File: src/rtl/tpu_mem_pkg.sv
// Shared definitions for the scratchpad memory path: requester ids, the
// arbiter state encoding and packed-bus slice helpers.
package tpu_mem_pkg;

  localparam int REQ_DMA_WR = 0;
  localparam int REQ_DMA_RD = 1;
  localparam int REQ_COMP   = 2;

  typedef enum logic [0:0] {
    ARB_IDLE   = 1'b0,
    ARB_LOCKED = 1'b1
  } arb_state_t;

  // LSB position of requester idx inside a packed bus of width-bit slices.
  function automatic int slice_lsb(input int idx, input int width);
    return idx * width;
  endfunction

endpackage

File: src/rtl/bram_port_arbiter_rr_pick.sv
// Combinational rotate-priority picker: grants the first set request found
// when scanning upward from start_i, wrapping at N-1 back to 0.
module rr_pick #(
  parameter int N   = 3,
  parameter int IDW = 2
) (
  input  logic [N-1:0]   req_i,
  input  logic [IDW-1:0] start_i,
  output logic [N-1:0]   gnt_o,
  output logic [IDW-1:0] idx_o,
  output logic           any_o
);

  always_comb begin : pick
    int cand;
    logic [IDW-1:0] cand_idx;
    gnt_o    = '0;
    idx_o    = '0;
    any_o    = 1'b0;
    cand     = 0;
    cand_idx = '0;
    for (int k = 0; k < N; k++) begin
      // start_i is always < N, so one subtraction keeps cand in range
      cand = int'(start_i) + k;
      if (cand >= N) cand = cand - N;
      cand_idx = IDW'(cand);
      if (!any_o && req_i[cand_idx]) begin
        any_o           = 1'b1;
        gnt_o[cand_idx] = 1'b1;
        idx_o           = cand_idx;
      end
    end
  end

endmodule

File: src/rtl/bram_port_arbiter.sv
// Shares the single-port data BRAM between DMA write, DMA read and compute
// requesters: round-robin grant, bounded burst lock, tagged read return.
//
// Handshake: a beat transfers on req_valid[i] & req_ready[i]; req_ready is
// combinational, one-hot or zero, and an unaccepted requester holds valid,
// we, addr and wdata stable. Read responses are never back-pressured.
module bram_port_arbiter
  import tpu_mem_pkg::*;
#(
  parameter int ADDR_WIDTH = 13,
  parameter int DATA_WIDTH = 32,
  parameter int NUM_REQ    = 3,
  parameter int RD_LATENCY = 1,
  parameter int MAX_LOCK   = 16
) (
  input  logic                            clk,
  input  logic                            rst_n,
  input  logic [NUM_REQ-1:0]              req_valid,
  output logic [NUM_REQ-1:0]              req_ready,
  input  logic [NUM_REQ-1:0]              req_we,
  input  logic [NUM_REQ-1:0]              req_lock,
  input  logic [NUM_REQ*ADDR_WIDTH-1:0]   req_addr,
  input  logic [NUM_REQ*DATA_WIDTH-1:0]   req_wdata,
  output logic [NUM_REQ-1:0]              rsp_valid,
  output logic [DATA_WIDTH-1:0]           rsp_data,
  output logic                            bram_en,
  output logic                            bram_we,
  output logic [ADDR_WIDTH-1:0]           bram_addr,
  output logic [DATA_WIDTH-1:0]           bram_din,
  input  logic [DATA_WIDTH-1:0]           bram_dout,
  output logic [$clog2(NUM_REQ)-1:0]      grant_id,
  output logic                            locked
);

  localparam int IDW  = $clog2(NUM_REQ);
  localparam int CNTW = $clog2(MAX_LOCK + 1);

  arb_state_t                         state_q;
  logic [IDW-1:0]                     last_grant_q;
  logic [IDW-1:0]                     owner_q;
  logic [CNTW-1:0]                    lock_cnt_q;
  logic [IDW-1:0]                     grant_id_q;
  logic [RD_LATENCY-1:0]              rd_v_q;
  logic [RD_LATENCY-1:0][IDW-1:0]     rd_tag_q;

  logic [IDW-1:0]     start_ptr;
  logic [NUM_REQ-1:0] pick_gnt;
  logic [IDW-1:0]     pick_idx;
  logic               pick_any;
  logic [NUM_REQ-1:0] gnt;
  logic [IDW-1:0]     win;
  logic               xfer;
  logic [CNTW-1:0]    lock_cnt_inc;
  logic               at_limit;
  logic               rsp_live;

  // Explicit wrap so a non-power-of-two NUM_REQ never points at an unused slot
  always_comb begin
    start_ptr = '0;
    if (last_grant_q != IDW'(NUM_REQ - 1)) start_ptr = last_grant_q + 1'b1;
  end

  rr_pick #(
    .N   (NUM_REQ),
    .IDW (IDW)
  ) u_pick (
    .req_i   (req_valid),
    .start_i (start_ptr),
    .gnt_o   (pick_gnt),
    .idx_o   (pick_idx),
    .any_o   (pick_any)
  );

  always_comb begin
    gnt = '0;
    win = pick_idx;
    if (state_q == ARB_LOCKED) begin
      win = owner_q;
      if (req_valid[owner_q]) gnt[owner_q] = 1'b1;
    end else if (pick_any) begin
      gnt = pick_gnt;
    end
    // Nothing may reach the BRAM while reset is held
    if (!rst_n) gnt = '0;
  end

  assign req_ready = gnt;
  assign xfer      = |(req_valid & gnt);
  assign bram_en   = xfer;

  always_comb begin
    bram_we   = 1'b0;
    bram_addr = '0;
    bram_din  = '0;
    for (int i = 0; i < NUM_REQ; i++) begin
      if (gnt[i]) begin
        bram_we   = req_we[i];
        bram_addr = req_addr[slice_lsb(i, ADDR_WIDTH) +: ADDR_WIDTH];
        bram_din  = req_wdata[slice_lsb(i, DATA_WIDTH) +: DATA_WIDTH];
      end
    end
  end

  // lock_cnt_q counts beats already taken by the owner; the beat that would
  // make it MAX_LOCK is the last one the owner gets before a forced release.
  assign lock_cnt_inc = lock_cnt_q + 1'b1;
  assign at_limit     = (lock_cnt_inc == CNTW'(MAX_LOCK));

  always_ff @(posedge clk) begin
    if (!rst_n) begin
      state_q      <= ARB_IDLE;
      last_grant_q <= IDW'(NUM_REQ - 1);
      owner_q      <= '0;
      lock_cnt_q   <= '0;
      grant_id_q   <= '0;
    end else if (xfer) begin
      last_grant_q <= win;
      grant_id_q   <= win;
      case (state_q)
        ARB_IDLE: begin
          if (req_lock[win] && (MAX_LOCK > 1)) begin
            state_q    <= ARB_LOCKED;
            owner_q    <= win;
            lock_cnt_q <= CNTW'(1);
          end
        end
        ARB_LOCKED: begin
          if (!req_lock[win] || at_limit) begin
            state_q    <= ARB_IDLE;
            lock_cnt_q <= '0;
          end else begin
            lock_cnt_q <= lock_cnt_inc;
          end
        end
        default: state_q <= ARB_IDLE;
      endcase
    end
  end

  // Read-tag pipe mirrors the BRAM read latency so data and tag line up
  always_ff @(posedge clk) begin
    if (!rst_n) begin
      rd_v_q   <= '0;
      rd_tag_q <= '0;
    end else begin
      rd_v_q[0]   <= xfer & ~bram_we;
      rd_tag_q[0] <= win;
      for (int k = 1; k < RD_LATENCY; k++) begin
        rd_v_q[k]   <= rd_v_q[k-1];
        rd_tag_q[k] <= rd_tag_q[k-1];
      end
    end
  end

  assign rsp_live = rst_n & rd_v_q[RD_LATENCY-1];

  always_comb begin
    rsp_valid = '0;
    if (rsp_live) rsp_valid[rd_tag_q[RD_LATENCY-1]] = 1'b1;
  end

  assign rsp_data = rsp_live ? bram_dout : '0;
  assign grant_id = grant_id_q;
  assign locked   = (state_q == ARB_LOCKED);

endmodule

File: config.mk
export PLATFORM = sky130hd
export DESIGN_NAME = bram_port_arbiter
export DESIGN_NICKNAME = d
export VERILOG_FILES = /design/src/rtl/tpu_mem_pkg.sv /design/src/rtl/bram_port_arbiter_rr_pick.sv /design/src/rtl/bram_port_arbiter.sv
export SDC_FILE = /design/constraint.sdc
export NUM_CORES = 1
export LEC_CHECK = 0
export ABC_AREA = 0
export ABC_CLOCK_PERIOD_IN_PS = 4820
export CAP_MARGIN = 15
export CELL_PAD_IN_SITES_DETAIL_PLACEMENT = 2
export CELL_PAD_IN_SITES_GLOBAL_PLACEMENT = 2
export CORE_ASPECT_RATIO = 0.9
export CORE_UTILIZATION = 13
export CTS_CLUSTER_DIAMETER = 60
export CTS_CLUSTER_SIZE = 16
export DETAILED_ROUTE_END_ITERATION = 12
export PLACE_DENSITY_LB_ADDON = 0.1
export SLEW_MARGIN = 20
export SYNTH_ARGS = -nofsm -noshare
export SYNTH_HDL_FRONTEND = slang
export SYNTH_HIERARCHICAL = 1
export SYNTH_SLANG_ARGS = --single-unit
File: constraint.sdc
create_clock -name clk -period 4.82 [get_ports clk]
set_input_delay 0.964 -clock clk [delete_from_list [all_inputs] [get_ports clk]]
set_output_delay 0.964 -clock clk [all_outputs]
set_load 0.03 [all_outputs]
Yosys cells after proc, flatten, opt, wreduce, memory -nomap -nowiden
Index checks and enable logic that the tools add are counted.

word-level totals
  flip-flop bits (word level) = 15
  input bits = 178
  output and inout bits = 88
  word-level logic and storage cells = 107

operators by class
  add/sub/neg operators = 7
  magnitude comparators = 14
  equal/unequal tests = 3
  muxes and demuxes = 55
  bitwise gates (word level) = 7
  reductions and logical operators = 14

operator list
  cell                                                        count
  2-to-1 mux 32 bit                                           4
  2-to-1 mux 13 bit                                           3
  2-to-1 mux 3 bit                                            8
  less-than comparator 2 x 3 -> 1 bit, second input constant  6
  2-to-1 mux 1 bit                                            18
  2-to-1 mux 2 bit                                            8
  binary-select mux 1 bit (select 2 bit)                      5
  demux 1 bit (select 2 bit)                                  5
  >= comparator 2 x 1 -> 1 bit, second input constant         5
  2-to-1 mux 5 bit                                            2
  case mux 5 bit (2 select lines)                             1
  logical AND 1 bit                                           7
  >= comparator 3 x 2 -> 1 bit, second input constant         2
  OR 3 bit                                                    2
  adder 5 x 1 -> 5 bit, second input constant                 1
  equality test 5 bit, second input constant                  1
  inequality test 2 bit, second input constant                2
  subtractor 2 x 1 -> 2 bit, second input constant            2
  adder 2 x 1 -> 3 bit, second input constant                 1
  adder 2 x 2 -> 3 bit, second input constant                 1
  AND 3 bit                                                   1
  logical NOT 1 bit                                           3
  AND reduction 3 bit                                         1
  OR reduction 3 bit                                          1
  other kinds (8)                                             10

Depth between registers and ports, before layout
Gate-level depths: netlist (run 1).

  depth after elaboration = 21
  gate-level depth with buffers = 15
  depth with buffers taken out = 13

Cells and area by module
The synthesis (run 1) kept the hierarchy.

modules (own cells, without submodules)
  module             times used  cells an instance  area an instance (µm²)  sequential area each (µm²)
  bram_port_arbiter  1           308                2,197.1                 280.3
  rr_pick            1           41                 281.5                   0.0

Least setup slack after synthesis (run 1)
Ideal clock, no wire load.

  kind = reg-to-output
  start point = register last_grant_q[0]
  end point = output port bram_addr[0]
  arrival time = 3.086 ns
  slack = 0.770 ns
  cell stages (with the launch flop) = 16
  cell sequence = dfxtp_1 nor2b_1 inv_1 ha_1 buf_6 mux2i_4 o21ai_2 a21oi_1 a22oi_1 and3b_1 o21a_1 nor2b_1 buf_2 buf_2 a221oi_2 nor2_1

between the ends
  longest elaborated chain between the ends = 19

ends and longest elaborated chain
  what                                                                               line                             source
  from (decl)                                                                        bram_port_arbiter.sv:39          logic [IDW-1:0] last_grant_q;
  from (signal assigned)                                                             bram_port_arbiter.sv:112         last_grant_q <= IDW'(NUM_REQ - 1);
  from (signal assigned)                                                             bram_port_arbiter.sv:117         last_grant_q <= win;
  adder 2 x 1 -> 2 bit / inequality test 2 bit (equally long branches)               bram_port_arbiter.sv:60          if (last_grant_q != IDW'(NUM_REQ - 1)) start_ptr = last_grant_q + 1'b1;
  2-to-1 mux 2 bit *                                                                 bram_port_arbiter.sv:60
  named net start_ptr[1]                                                             bram_port_arbiter.sv:46          logic [IDW-1:0] start_ptr;
  adder 2 x 1 -> 3 bit (tied with other cells)                                       bram_port_arbiter_rr_pick.sv:24  cand = int'(start_i) + k;
  >= comparator 3 x 2 -> 1 bit (tied with other cells)                               bram_port_arbiter_rr_pick.sv:25  if (cand >= N) cand = cand - N;
  2-to-1 mux 2 bit (tied with other cells)                                           bram_port_arbiter_rr_pick.sv:25
  less-than comparator 2 x 3 -> 1 bit (not written as such) (tied with other cells)  bram_port_arbiter_rr_pick.sv:29  gnt_o[cand_idx] = 1'b1;
  logical AND 1 bit (not written as such) (tied with other cells)                    bram_port_arbiter_rr_pick.sv:29
  (+4 left out)                                                                      -
  OR 3 bit (no line) / logical AND 1 bit (equally long branches)                     -
  2-to-1 mux 3 bit *                                                                 bram_port_arbiter_rr_pick.sv:27  if (!any_o && req_i[cand_idx]) begin
  named net pick_gnt[0]                                                              bram_port_arbiter.sv:47          logic [NUM_REQ-1:0] pick_gnt;
  2-to-1 mux 3 bit *                                                                 bram_port_arbiter.sv:80          end else if (pick_any) begin
  2-to-1 mux 3 bit *                                                                 bram_port_arbiter.sv:77          if (state_q == ARB_LOCKED) begin
  2-to-1 mux 3 bit *                                                                 bram_port_arbiter.sv:84          if (!rst_n) gnt = '0;
  named net req_ready[0]                                                             bram_port_arbiter.sv:19          output logic [NUM_REQ-1:0] req_ready,
  2-to-1 mux 13 bit * (3 in a row)                                                   bram_port_arbiter.sv:96          if (gnt[i]) begin
  to (decl)                                                                          bram_port_arbiter.sv:28          output logic [ADDR_WIDTH-1:0] bram_addr,

Mark *: on every way through the listed nets, which the timed path passes. The rest lies on a longest branch. The select of a mux whose other input is x is not followed.

Worst setup path in the final report (run 1)
  start point = input port req_valid[1]
  end point = output port bram_addr[2]

between the ends
  longest elaborated chain between the ends = 15

ends and longest elaborated chain
  what                                    line                             source
  from (decl)                             bram_port_arbiter.sv:18          input logic [NUM_REQ-1:0] req_valid,
  binary-select mux 1 bit (select 2 bit)  bram_port_arbiter_rr_pick.sv:27
  2-to-1 mux 1 bit (not written as such)  bram_port_arbiter_rr_pick.sv:27
  2-to-1 mux 1 bit                        bram_port_arbiter_rr_pick.sv:27
  logical NOT 1 bit                       bram_port_arbiter_rr_pick.sv:27
  logical AND 1 bit                       bram_port_arbiter_rr_pick.sv:27
  2-to-1 mux 1 bit                        bram_port_arbiter_rr_pick.sv:27
  logical NOT 1 bit                       bram_port_arbiter_rr_pick.sv:27
  logical AND 1 bit                       bram_port_arbiter_rr_pick.sv:27
  2-to-1 mux 1 bit *                      bram_port_arbiter_rr_pick.sv:27
  named net pick_any                      bram_port_arbiter.sv:49          logic pick_any;
  2-to-1 mux 3 bit *                      bram_port_arbiter.sv:80
  2-to-1 mux 3 bit *                      bram_port_arbiter.sv:77
  2-to-1 mux 3 bit *                      bram_port_arbiter.sv:84
  2-to-1 mux 13 bit (2 in a row)          bram_port_arbiter.sv:96
  2-to-1 mux 13 bit *                     bram_port_arbiter.sv:96

Marked as above.

==> metrics.yaml, run 1 <==
outcome: "finished, final reports clean"
critPathMaxFanout: 22
antenna_found_initial: 1
fin_area_um2: 5440
htree_num_levels: 1
cp-start-kind: "primary input"
layout_setup_ws_ps: 231
synth-compound-area-share: 0.340
holdBufCountCts: 0
gp_congestion: 0.853
setup_tns_ps: 0
drive_gt1_frac: 0.182
overflow: 0
cts_buffers: 3
p_leak_nw: 2.27
clock_sinks: 14
grt_usage: 0.161
maxSlewHeadroom: 0.375
dr.pass1.iters: 4
power_density_nw_per_um2: 404
dpl.hpwl_um: 13500
layout_min_cycle_time_ps: 4590
grt_pass1_vias: 3874
grt_start_max_net_pins: 47
switching_share: 0.532
synth.distinct_cells: 52
die_x_um: 148
clockPowerShare: 0.070
netlist_instances: 349
vias_per_cell: 4.39
synthSimpleGateAreaFrac: 0.383
crit_buf_inv: 3
worst_path_max_delay_cell: "clkdlybuf4s50_1"
setup_violations: 0
tightest_slew_ps: 937
async_flop_share: 0
power.switching_w: 0.00117
core_um2: 18500
start_util: 0.134
p_int_w: 0.00103
synth_top_family_by_area: "simple AND/OR/NAND/NOR gates"
clock_latency_ps: 240
finClkSkew_ps: 0.813
tritoncts: "built"
synth_edf_count: 0
synthFlopType: "dfxtp_1"
grt_first_pass_wirelength_um: 24500
final_cell_mix: "216 x clkdlybuf4s50_1, 99 x nor2_1, 56 x buf_4"
hp-class: "flip-flop to flip-flop"
cap_violations: 0
cts_buffer_depth: 2
crit_type: "primary input to primary output"
ys_seq_elements: 14
port_buffers: 265
yosysWarnings: 6
crit_family: "simple AND/OR/NAND/NOR gates"
hold_viol: 0
area_growth_syn_to_layout_pct: 119
path_cells: "clkdlybuf4s50_1 -> mux2i_4 -> o21ai_2 -> or3_1 -> and3b_1 -> a21o_1 -> and2_2 -> buf_12 -> a221oi_1 -> nor2_1 -> buf_4"
drc: 0
syn-cell-area_um2: 2480
yosysSeqAreaShare: 0.113
p_total_w: 0.00220
final_core_util: 0.293
power_frac_comb: 0.834
fin_nets: 783
synthMuxAreaShare: 0.0469
drt-total-wl_um: 16500
crit_arrival_ps: 3620
wire_per_inst_um: 19.6
slew_viol_final: 0
die_h_um: 133
die_area_um2: 19600
synthXorXnorAreaFrac: 0
post_cts_resized: 0
final_common_cell: "clkdlybuf4s50_1"
seq_power_share: 0.096
postRouteAntennaNets: 0
post-route-period-util: 0.952
synthAdderAreaFrac: 0.0252
synth_nets: 532
vias: 3701
clkSlewWorstSetupHoldPaths_ps: 50
num_io_pins: 266
dpl_cell_area_um2: 5350
worst_path_largest_cell_delay_ps: 500
cts_root_buf: "clkbuf_16"
drt-initial-drc-count: 95
ir_worst_vdd_v: 0.000200
cts_setup_buffers: 0
syn_avg_cell_area_um2: 7.10
cp.required_ps: 3860
endpoint_kind: "primary output"
grt_setup_unrepaired: "no"
pre_cts_ws_ps: 138
max_freq_mhz: 218
rows: 47
==> path summary, 6_finish.rpt <==
kind                                                    to  cells past startpoint  slack [ps]                         start
worst min register to register  lock_cnt_q[1]$_SDFFE_PN0P_                      2         520    lock_cnt_q[1]$_SDFFE_PN0P_
worst max register to register     owner_q[1]$_SDFFE_PN0P_                     13        1580  last_grant_q[0]$_SDFFE_PN0P_
worst max-delay path                          bram_addr[2]                     11         230                  req_valid[1]
worst min-delay path            lock_cnt_q[1]$_SDFFE_PN0P_                      2         520    lock_cnt_q[1]$_SDFFE_PN0P_
==> layout make-up <==
class	instances	area (um2)
Fill cell	2147	13100
Timing Repair Buffer	281	2750
Multi-Input combinational cell	292	1990
Tap cell	245	307
Sequential cell	14	280
Clock buffer	3	75.1
Inverter	8	30.0
Antenna cell	1	2.50
==> sequential cells by signal, summed over array words and instances (netlist names) <==
name	count
rd_v_q	1
owner_q	2
last_grant_q	2
rd_tag_q	2
lock_cnt_q	5
grant_id	1
locked	1
==> cell usage after synthesis, drive strengths merged (2+ instances only) <==
cell,count,share of area
and3b,4,0.014
buf,22,0.060
nand2,15,0.023
a221oi,46,0.24
nor2b,6,0.015
and2,3,0.0076
and4b,3,0.012
mux2i,10,0.047
dfxtp,14,0.11
ha,5,0.025
o211ai,4,0.012
o21a,2,0.0061
nand4,4,0.010
inv,8,0.012
and3,32,0.081
nand3,6,0.012
nor2,99,0.15
nor3b,3,0.0091
o21ai,14,0.030
a21oi,11,0.024
nor3,3,0.0061
clkbuf,13,0.020
nand4b,2,0.0071
nand3b,3,0.0091
==> layer usage <==
layer	track usage	wire [um]	up-vias
met4	0.0189	38	0
met2	0.310	8690	129
li1	-	-	1793
met3	0.0248	925	4
met5	0	0	-
met1	0.191	6900	1775
==> power by group through the flow <==
stage	logic (W)	clock network [W]	registers [W]
after floorplan	0.00111	0	0.000173
after global placement	0.00184	0	0.000210
after detailed placement	0.00185	0	0.000216
after CTS	0.00186	0.000160	0.000215
after global routing	0.00196	0.000162	0.000221
final	0.00183	0.000153	0.000210
==> worst min-delay path, stage by stage (launching register included) <==
cell,delay [ps]
dfxtp_1,340
nand2_1,70
mux2i_1,60
==> per-stage QoR <==
stage,hold WS [ps],cells
after floorplan,475,349
after global placement,501,840
after detailed placement,514,840
after CTS,520,843
after global routing,576,844
final,519,844
==> cell families after synthesis <==
group,after synthesis
adders and majority gates,5
DFF,14
AOI/OAI and AO/OA,86
muxes,10
and+or+nand+nor,191
buffers and inverters,43
No activity file was read; power rests on OpenSTA's default activity.
==> run 2, diff against run 1 <==
SKIP_LAST_GASP = 1   (was default)
==> results of run 2 <==
No change in the layout: final DEF, timing and power equal those of run 1.
==> run 3, diff against run 2 <==
PLACE_DENSITY_LB_ADDON = 0.12   (was 0.1)
==> run 3 against run 2 <==
- sequential cell count did not move
- final cell count rose by 0.47%
- clock power rose by 16%
- sequential power barely moved
- worst hold slack improved by 3.4 ps
- setup slack got worse by 48 ps
- clock-buffer cell count rose by 1
- power rose by 0.25%
- combinational power barely moved
- clock skew rose by 0.82 ps
- critical path depth did not move
- via count rose by 0.57%
- critical path type unchanged
- largest cell class unchanged
- largest power group unchanged
- highest routed layer unchanged
==> metrics.yaml, run 3 (synthesis results as in run 1) <==
outcome: "finished, final reports clean"  # unchanged
top_layer_used: "met4"  # unchanged
r2r_end: "lock_cnt_q[4]$_SDFFE_PN0P_"  # was owner_q[1]$_SDFFE_PN0P_
finClkSkew_ps: 1.63  # was 0.813 ps
cp.required_ps: 3860  # about the same
critPathMaxFanout: 11  # was 22
rrSetupSlack_ps: 1530  # was 1580 ps
cts_root_buf: "clkbuf_16"  # unchanged
ir_worst_vdd_v: 0.000209  # was 0.000200 V
overflow: 0  # unchanged
cp-start-kind: "primary input"  # unchanged
switching_share: 0.529  # was 0.532
top_register: "lock_cnt_q"  # unchanged
crit_arrival_ps: 3670  # was 3620 ps
setup_violations: 0  # unchanged
drt-met1-wl_um: 6950  # was 6900 um
power.switching_w: 0.00116  # was 0.00117 W
max_freq_mhz: 216  # was 218 MHz
clock_sinks: 14  # unchanged
final_cell_mix: "215 x clkdlybuf4s50_1, 99 x nor2_1, 64 x buf_4"  # was 216 x clkdlybuf4s50_1, 99 x nor2_1, 56 x buf_4
start_util: 0.134  # unchanged
tightest_slew_ps: 950  # was 937 ps
rows: 47  # unchanged
dpl.hpwl_um: 13600  # was 13,500 um
route.met2.wl_um: 8480  # was 8690 um
antenna_found_initial: 0  # was 1
postRouteAntennaNets: 0  # unchanged
dr.pass1.iters: 4  # unchanged
grt_first_pass_wirelength_um: 24600  # was 24,500 um
clkSlewWorstSetupHoldPaths_ps: 50  # about the same
htree_num_levels: 1  # unchanged
post_cts_resized: 0  # unchanged
clock_latency_ps: 240  # about the same
r2r_cells: 12  # was 13
p_total_w: 0.00220  # about the same
largest_reg_flops: 5  # unchanged
hp-start: "lock_cnt_q[1]$_SDFFE_PN0P_"  # unchanged
post-route-period-util: 0.962  # was 0.952
vias: 3722  # was 3,701
num_io_pins: 266  # unchanged
grt_pass1_vias: 4059  # was 3,874
die_x_um: 148  # unchanged
slew_viol_final: 0  # unchanged
diodes: 0  # was 1
endpoint_kind: "primary output"  # unchanged
port_buffers: 265  # unchanged
grt_usage: 0.160  # was 0.161
drt-initial-drc-count: 105  # was 95
setup_tns_ps: 0  # unchanged
worstHoldEndpoint: "lock_cnt_q[1]$_SDFFE_PN0P_"  # unchanged
cap_violations: 0  # unchanged
power_frac_comb: 0.824  # was 0.834
p_int_w: 0.00104  # was 0.00103 W
tritoncts: "built"  # unchanged
grt_start_max_net_pins: 47  # unchanged
timing.rr.start: "last_grant_q[0]$_SDFFE_PN0P_"  # unchanged
core_um2: 18500  # unchanged
wl_met3_um: 863  # was 925 um
die_area_um2: 19600  # unchanged
hp-class: "flip-flop to flip-flop"  # unchanged
final_common_cell: "clkdlybuf4s50_1"  # unchanged
crit_type: "primary input to primary output"  # unchanged
drt-total-wl_um: 16400  # was 16,500 um
area_growth_syn_to_layout_pct: 119  # about the same
cts_setup_buffers: 0  # unchanged
hold_depth: 2  # unchanged
die_h_um: 133  # unchanged
hold_viol: 0  # unchanged
power_density_nw_per_um2: 405  # was 404 nW/um2
grt_setup_unrepaired: "no"  # unchanged
drc: 0  # unchanged
vias_per_cell: 4.39  # about the same
fin_nets: 787  # was 783
layout_min_cycle_time_ps: 4640  # was 4590 ps
gp_congestion: 0.825  # was 0.853
holdBufCountCts: 0  # unchanged
wire_per_inst_um: 19.4  # was 19.6 um
maxSlewHeadroom: 0.366  # was 0.375
cts_buffer_depth: 2  # unchanged
p_leak_nw: 2.29  # was 2.27 nW
drive_gt1_frac: 0.191  # was 0.182
clockPowerShare: 0.080  # was 0.070
cts_buffers: 3  # unchanged
seq_power_share: 0.096  # about the same
==> run 3: worst max-delay path by stage <==
| stage | startpoint | to | cells after the start |
|---|---|---|---|
| 2_1_floorplan | last_grant_q[0]$_SDFFE_PN0P_ | bram_addr[0] | 15 |
| 3_3_place_gp | req_valid[0] | bram_addr[12] | 11 |
| 3_5_place_dp | req_valid[0] | bram_addr[8] | 11 |
| 4_1_cts | req_valid[0] | bram_addr[8] | 11 |
| 5_1_grt | req_valid[1] | bram_addr[8] | 11 |
| 6_report | req_valid[1] | bram_addr[12] | 11 |
==> run 3: cell type report <==
| type | instances | area [um2] |
|---|---|---|
| Tap cell | 245 | 307 |
| Clock buffer | 4 | 88.8 |
| Multi-Input combinational cell | 292 | 1990 |
| Fill cell | 2117 | 13100 |
| Sequential cell | 14 | 280 |
| Inverter | 8 | 30.0 |
| Timing Repair Buffer | 285 | 2740 |
==> run 3: worst max-delay path: stages <==
cell,delay (ps)
clkdlybuf4s50_1,510
mux2i_4,200
o21ai_2,80
or3_1,450
and3b_1,210
a21o_1,180
and2_2,290
buf_4,230
a221oi_1,310
nor2_1,70
buf_4,170
==> run 3: per-layer routing <==
layer	track usage	vias to the layer above
li1	-	1806
met1	0.190	1796
met2	0.305	112
met3	0.0255	8
met4	0.0212	0
met5	0	-
==> run 3: power by group through the flow <==
stage	registers [W]	logic [W]	clock network [W]
after floorplan	0.000173	0.00111	0
after global placement	0.000208	0.00182	0
after detailed placement	0.000213	0.00184	0
after CTS	0.000211	0.00184	0.000182
after global routing	0.000220	0.00194	0.000186
final	0.000210	0.00181	0.000177
==> run 3: per-stage QoR <==
stage | instance area [um2] | util | hold slack (ps) | setup slack (ps) | instances
2_1_floorplan | 2480 | - | 475 | 770 | 349
3_3_place_gp | 5340 | 0.288 | 493 | 166 | 844
3_5_place_dp | 5340 | 0.288 | 524 | 125 | 844
4_1_cts | 5430 | 0.293 | 530 | 117 | 848
5_1_grt | 5440 | 0.294 | 552 | 25.3 | 848
6_report | 5440 | 0.294 | 522 | 184 | 848
